## src/rtl/freq_gate_counter.sv

```systemverilog
// freq_gate_counter: front end of the digital frequency meter.
// Synchronises sig_in, counts its rising edges in BCD over a window of
// GATE_CYCLES clocks, then pulses latch_en for one cycle so the downstream
// latch stage can capture q0..q7. One measurement runs per GATE_CYCLES+2
// clocks: CLEAR (1) -> GATE (GATE_CYCLES) -> LATCH (1).
// Optional build macro FREQ_OVF_EN adds the ovf port and saturates the count
// at all-9. Without it the count wraps modulo 10^OVF_DIGITS.
module freq_gate_counter #(
  parameter int GATE_CYCLES = 50_000_000,
  parameter int OVF_DIGITS  = 8
) (
  input  logic       clk,
  input  logic       rst_n,
  input  logic       sig_in,
  output logic [3:0] q0,
  output logic [3:0] q1,
  output logic [3:0] q2,
  output logic [3:0] q3,
  output logic [3:0] q4,
  output logic [3:0] q5,
  output logic [3:0] q6,
  output logic [3:0] q7,
`ifdef FREQ_OVF_EN
  output logic       ovf,
`endif
  output logic       latch_en
);

  localparam int TW = (GATE_CYCLES > 1) ? $clog2(GATE_CYCLES) : 1;
  localparam logic [TW-1:0] TIMER_LAST = TW'(GATE_CYCLES - 1);

  localparam logic [1:0] ST_CLEAR = 2'd0;
  localparam logic [1:0] ST_GATE  = 2'd1;
  localparam logic [1:0] ST_LATCH = 2'd2;

  logic [1:0]    state;
  logic [TW-1:0] timer;
  logic          s1, s2, s3;
  logic          sig_edge;
  logic [3:0]    dig     [8];
  logic [3:0]    dig_inc [8];
`ifdef FREQ_OVF_EN
  logic          all_nine;
`endif

  // Two-flop synchroniser for the asynchronous input plus one flop for edge detect.
  // NOTE: sequential state uses non-blocking assignments so every flop samples
  // the pre-edge value of its neighbours, which is what makes the shift chain work.
  always_ff @(posedge clk or negedge rst_n) begin
    if (!rst_n) begin
      s1 <= 1'b0;
      s2 <= 1'b0;
      s3 <= 1'b0;
    end else begin
      s1 <= sig_in;
      s2 <= s1;
      s3 <= s2;
    end
  end

  // A level that is already high at reset release still shows up as one edge,
  // because s3 starts at 0.
  assign sig_edge = s2 & ~s3;

  // Gate window sequencer; latch_en is registered so it is high exactly during LATCH.
  always_ff @(posedge clk or negedge rst_n) begin
    if (!rst_n) begin
      state    <= ST_CLEAR;
      timer    <= '0;
      latch_en <= 1'b0;
    end else begin
      latch_en <= 1'b0;
      case (state)
        ST_CLEAR: begin
          timer <= '0;
          state <= ST_GATE;
        end
        ST_GATE: begin
          if (timer == TIMER_LAST) begin
            state    <= ST_LATCH;
            latch_en <= 1'b1;
          end else begin
            timer <= timer + 1'b1;
          end
        end
        ST_LATCH: state <= ST_CLEAR;
        default:  state <= ST_CLEAR;
      endcase
    end
  end

  // Ripple BCD incrementer over the active digits; inactive digits pass through.
  always_comb begin
    logic carry;
    // NOTE: every combinational output gets a default before any condition,
    // so no path leaves it unassigned and no latch is inferred.
    carry = 1'b1;
    for (int i = 0; i < 8; i++) begin
      dig_inc[i] = dig[i];
      if (i < OVF_DIGITS) begin
        // NOTE: blocking assignments here on purpose: carry must ripple from
        // digit i to digit i+1 within the same evaluation.
        if (carry) dig_inc[i] = (dig[i] == 4'd9) ? 4'd0 : dig[i] + 4'd1;
        carry = carry & (dig[i] == 4'd9);
      end
    end
`ifdef FREQ_OVF_EN
    // Carry out of the top active digit means all active digits read 9.
    all_nine = carry;
`endif
  end

  // Count register: cleared in CLEAR, bumped on each edge during GATE, frozen otherwise.
  always_ff @(posedge clk or negedge rst_n) begin
    if (!rst_n) begin
      // NOTE: the digit array is eight small registers, not a RAM, so it is
      // reset like any other flop; the outputs must read zero during reset.
      for (int i = 0; i < 8; i++) dig[i] <= 4'd0;
`ifdef FREQ_OVF_EN
      ovf <= 1'b0;
`endif
    end else if (state == ST_CLEAR) begin
      for (int i = 0; i < 8; i++) dig[i] <= 4'd0;
`ifdef FREQ_OVF_EN
      ovf <= 1'b0;
`endif
    end else if (state == ST_GATE && sig_edge) begin
`ifdef FREQ_OVF_EN
      // Saturate at all-9 and flag the overflow until the next CLEAR.
      if (all_nine) begin
        ovf <= 1'b1;
      end else begin
        for (int i = 0; i < 8; i++) dig[i] <= dig_inc[i];
      end
`else
      // All-9 wraps to all-0 through the carry chain; counting continues.
      for (int i = 0; i < 8; i++) dig[i] <= dig_inc[i];
`endif
    end
  end

  assign q0 = dig[0];
  assign q1 = dig[1];
  assign q2 = dig[2];
  assign q3 = dig[3];
  assign q4 = dig[4];
  assign q5 = dig[5];
  assign q6 = dig[6];
  assign q7 = dig[7];

endmodule

```

## config.mk

```make
export PLATFORM = sky130hd
export DESIGN_NAME = freq_gate_counter
export DESIGN_NICKNAME = d
export VERILOG_FILES = /design/src/rtl/freq_gate_counter.sv
export SDC_FILE = /design/constraint.sdc
export NUM_CORES = 1
export LEC_CHECK = 0
export ABC_AREA = 0
export CAP_MARGIN = 10
export CORE_MARGIN = 5
export CORE_UTILIZATION = 50
export CTS_CLUSTER_SIZE = 8
export DETAILED_ROUTE_END_ITERATION = 7
export DONT_BUFFER_PORTS = 1
export MAX_ROUTING_LAYER = met4
export PLACE_DENSITY_LB_ADDON = 0.05
export SLEW_MARGIN = 10
export SYNTH_ARGS = -nofsm -noshare
export SYNTH_HDL_FRONTEND = slang
export SYNTH_SLANG_ARGS = --single-unit
export TNS_END_PERCENT = 20
```

## constraint.sdc

```tcl
create_clock -name clk -period 3.71 [get_ports clk]
set_input_delay 0.5565 -clock clk [delete_from_list [all_inputs] [get_ports clk]]
set_output_delay 0.5565 -clock clk [all_outputs]
set_load 0.01 [all_outputs]
```

==> out/metrics.yaml <==
status:
  outcome: "completed"
finish:
  seqCellArea_um2: 1600
  layout-drive-gt1-share_pct: 9.17
  diodes: 0
  multiInputGateArea_um2: 1730
  design_area_um2: 3740
  syn2layout_area_growth_pct: 8.72
  final_nets: 375
  final_core_util_pct: 55.4
  fill_cells: 581
worst_hold_path:
  hp-class: "in -> async"
run:
  maxCapViolCount: 0
synthesis:
  synthesis.area_um2: 3440
  synth_top_area_share_pct: 46.5
  synth.net_count: 377
  synth-seq-cells: 64
  synth_ff_type: "dfrtp_1"
  yosysWarnings: 0
  synthCells: 357
  yosysTopAreaCell: "dfrtp_1"
  yosysUniqueCellTypes: 50
  synthArstFlopShare_pct: 100
  synth-seq-area-share_pct: 46.5
  avgSynthCellArea_um2: 9.64
  synth_edf_count: 0
  synthTopCellsByArea: "dfrtp_1, ha_1, nand2_1"
global_routing:
  grt_pass1_vias: 2459
  grt.overflow.total: 0
  grt_usage_pct: 17.7
  grt_pass1_wl_um: 11900
  grt_antenna_before_repair: 0
  grt_start_max_net_pins: 65
critical_path:
  cp_num_buf_inv: 0
  cp.arrival_ps: 2630
  cp-start-kind: "flip-flop"
  path_class: "reg -> reg"
  max_stage_delay_ps: 550
  crit_slowest_cell: "and4bb_1"
  end_kind: "flip-flop"
  cp_cell_sequence: "and4bb_1 -> and3_1 -> nand3_2 -> or4_1 -> a21oi_1"
  cp_data_required_time_ps: 3980
  crit_family: "simple AND/OR/NAND/NOR gates"
  cp_max_fo: 12
drt:
  routed-via-count: 2616
  drc_errors: 0
  post_drt_wl_per_cell_um: 15.7
  viasPerCell: 5.95
  drt-pass1-iter-count: 4
  wirelength_um: 6910
  ant_nets: 0
  drt_iter0_markers: 134
clocking:
  cts_tree: "built"
  cts_sinks: 64
  htree_levels: 3
  cts_resized: 0
  cts_buffers: 9
  root_buffer: "clkbuf_8"
  clock_latency_ps: 340
  clock_path_buffers: 2
  path_clk_slew_ps: 70
floorplanning:
  io_pins: 36
  die_w_um: 93.0
  dieArea_um2: 8640
  die_y_um: 93.0
  core_um2: 6760
  rows: 30
  start_util_pct: 50.9
placement:
  dpl-instance-area_um2: 3480
  port_buffers: 0
  finalWeightedCongestion: 0.759
  place_hpwl_um: 4680
sta:
  period_needed_ps: 2370
  timing_hold_violations_final: 0
  slew-limit-headroom_pct: 40.6
  min_period_over_period_pct: 63.8
  grt_setup_unrepaired: "no"
  setup_tns_ps: 0
  fmax_mhz: 422
  tightest_slew_ps: 886
  slew_violations: 0
  setup-violations-final: 0
  fin_skew_ps: 8.64
power:
  power.density_nw_per_um2: 417
  finalPower_w: 0.00156
  power_leakage_nw: 1.64
  ir_worst_vdd_mv: 0.178
## final cells by class
| type | instances | area share, % |
|---|---|---|
| Multi-Input combinational cell | 266 | 46.2 |
| Clock inverter | 2 | 1.60 |
| Clock buffer | 14 | 4.61 |
| Timing Repair Buffer | 2 | 0.936 |
| Inverter | 12 | 1.20 |
| Sequential cell | 64 | 42.8 |
| Tap cell | 80 | 2.67 |
## routing by layer
layer	track usage [%]	up-vias	routed length, um
met3	5.55	6	305
met2	26.9	43	3130
met4	5.86	0	71
met5	-	-	0
li1	-	1317	-
met1	22.8	1250	3410
## state kept, by name, summed over array words and instances, names as in the netlist, 2 cells and up
| name | flops |
|---|---|
| q3 | 4 |
| q4 | 4 |
| q5 | 4 |
| q7 | 4 |
| q2 | 4 |
| q1 | 4 |
| q6 | 4 |
| state | 2 |
| q0 | 4 |
| timer | 26 |
## synth_stat cells (3+ instances only)
library cell   n
dfrtp_1       64
nand2_1       35
nand3_1       25
nor2_1        25
a21oi_1       22
ha_1          17
or3_1         16
o21ai_0       15
nor3_1        14
inv_1         12
nand4_1       10
clkbuf_1       8
xor2_1         7
a31o_2         6
and3b_1        6
nor4_1         6
buf_2          5
o211ai_1       5
a31oi_1        4
and3_1         4
mux2i_1        4
o31ai_1        4
or4_1          4
and4_1         3
nor2b_1        3
xnor2_1        3
## metrics by stage
stage / std cells / hold WS, ps / worst slack (ps)
CTS: 440 / 91.5 / 1330
global route: 440 / 102 / 1040
global placement: 423 / 262 / 1390
finish: 440 / 84.4 / 1340
floorplan: 357 / 261 / 1750
detailed placement: 423 / 262 / 1350
## kinds of logic after synthesis
group,after synthesis,share of synthesized area (%)
XOR/XNOR,10,2.54
multiplexers,4,1.16
adder cells (fa/ha/maj),17,6.18
AO/OA/AOI/OAI,68,12.8
AND/OR/NAND/NOR,167,27.5
flip-flops,64,46.5
buffers and inverters,27,3.34
## layout by cell type, fill, tap and decap left out, drive strengths merged, types with 3 or more instances in the layout
cell type / count
nand2: 35
inv: 12
and3b: 6
o211ai: 5
nand4: 11
clkbuf: 14
ha: 17
o31ai: 5
nor2: 25
nor2b: 3
a31oi: 4
or3: 16
a21oi: 22
and3: 5
and4: 3
a31o: 6
o21ai: 15
mux2i: 4
xor2: 7
nor4: 6
dfrtp: 64
nand3: 28
xnor2: 3
nor3: 15
or4: 4
## report_power, final
part           switching, W  internal [W]  leakage, nW   total, W
Combinational     0.0000468     0.0000379        0.659  0.0000847
Sequential        0.0000564      0.000726        0.865   0.000782
Clock              0.000258      0.000435        0.117   0.000692
Total              0.000361       0.00120         1.64    0.00156
## timing repair
item                                   4_1_cts  5_1_grt
setup buffers                                0        0
hold buffers                                 1        0
endpoints found under the hold margin       64        0
## final timing paths
kind / from / to / slack (ps) / cells after the start
setup / recovery: state[1] / q7[2] / 1340 / 5
hold / removal: rst_n / q1[3] / 80 / 1
setup reg to reg: state[1] / q7[2] / 1340 / 5
hold reg to reg: s1 / s2 / 350 / 0
max in group asynchronous: rst_n / timer[19] / 3360 / 1
min in group clk: sig_in / s1 / 250 / 0
(Power assumes the default switching activity.)
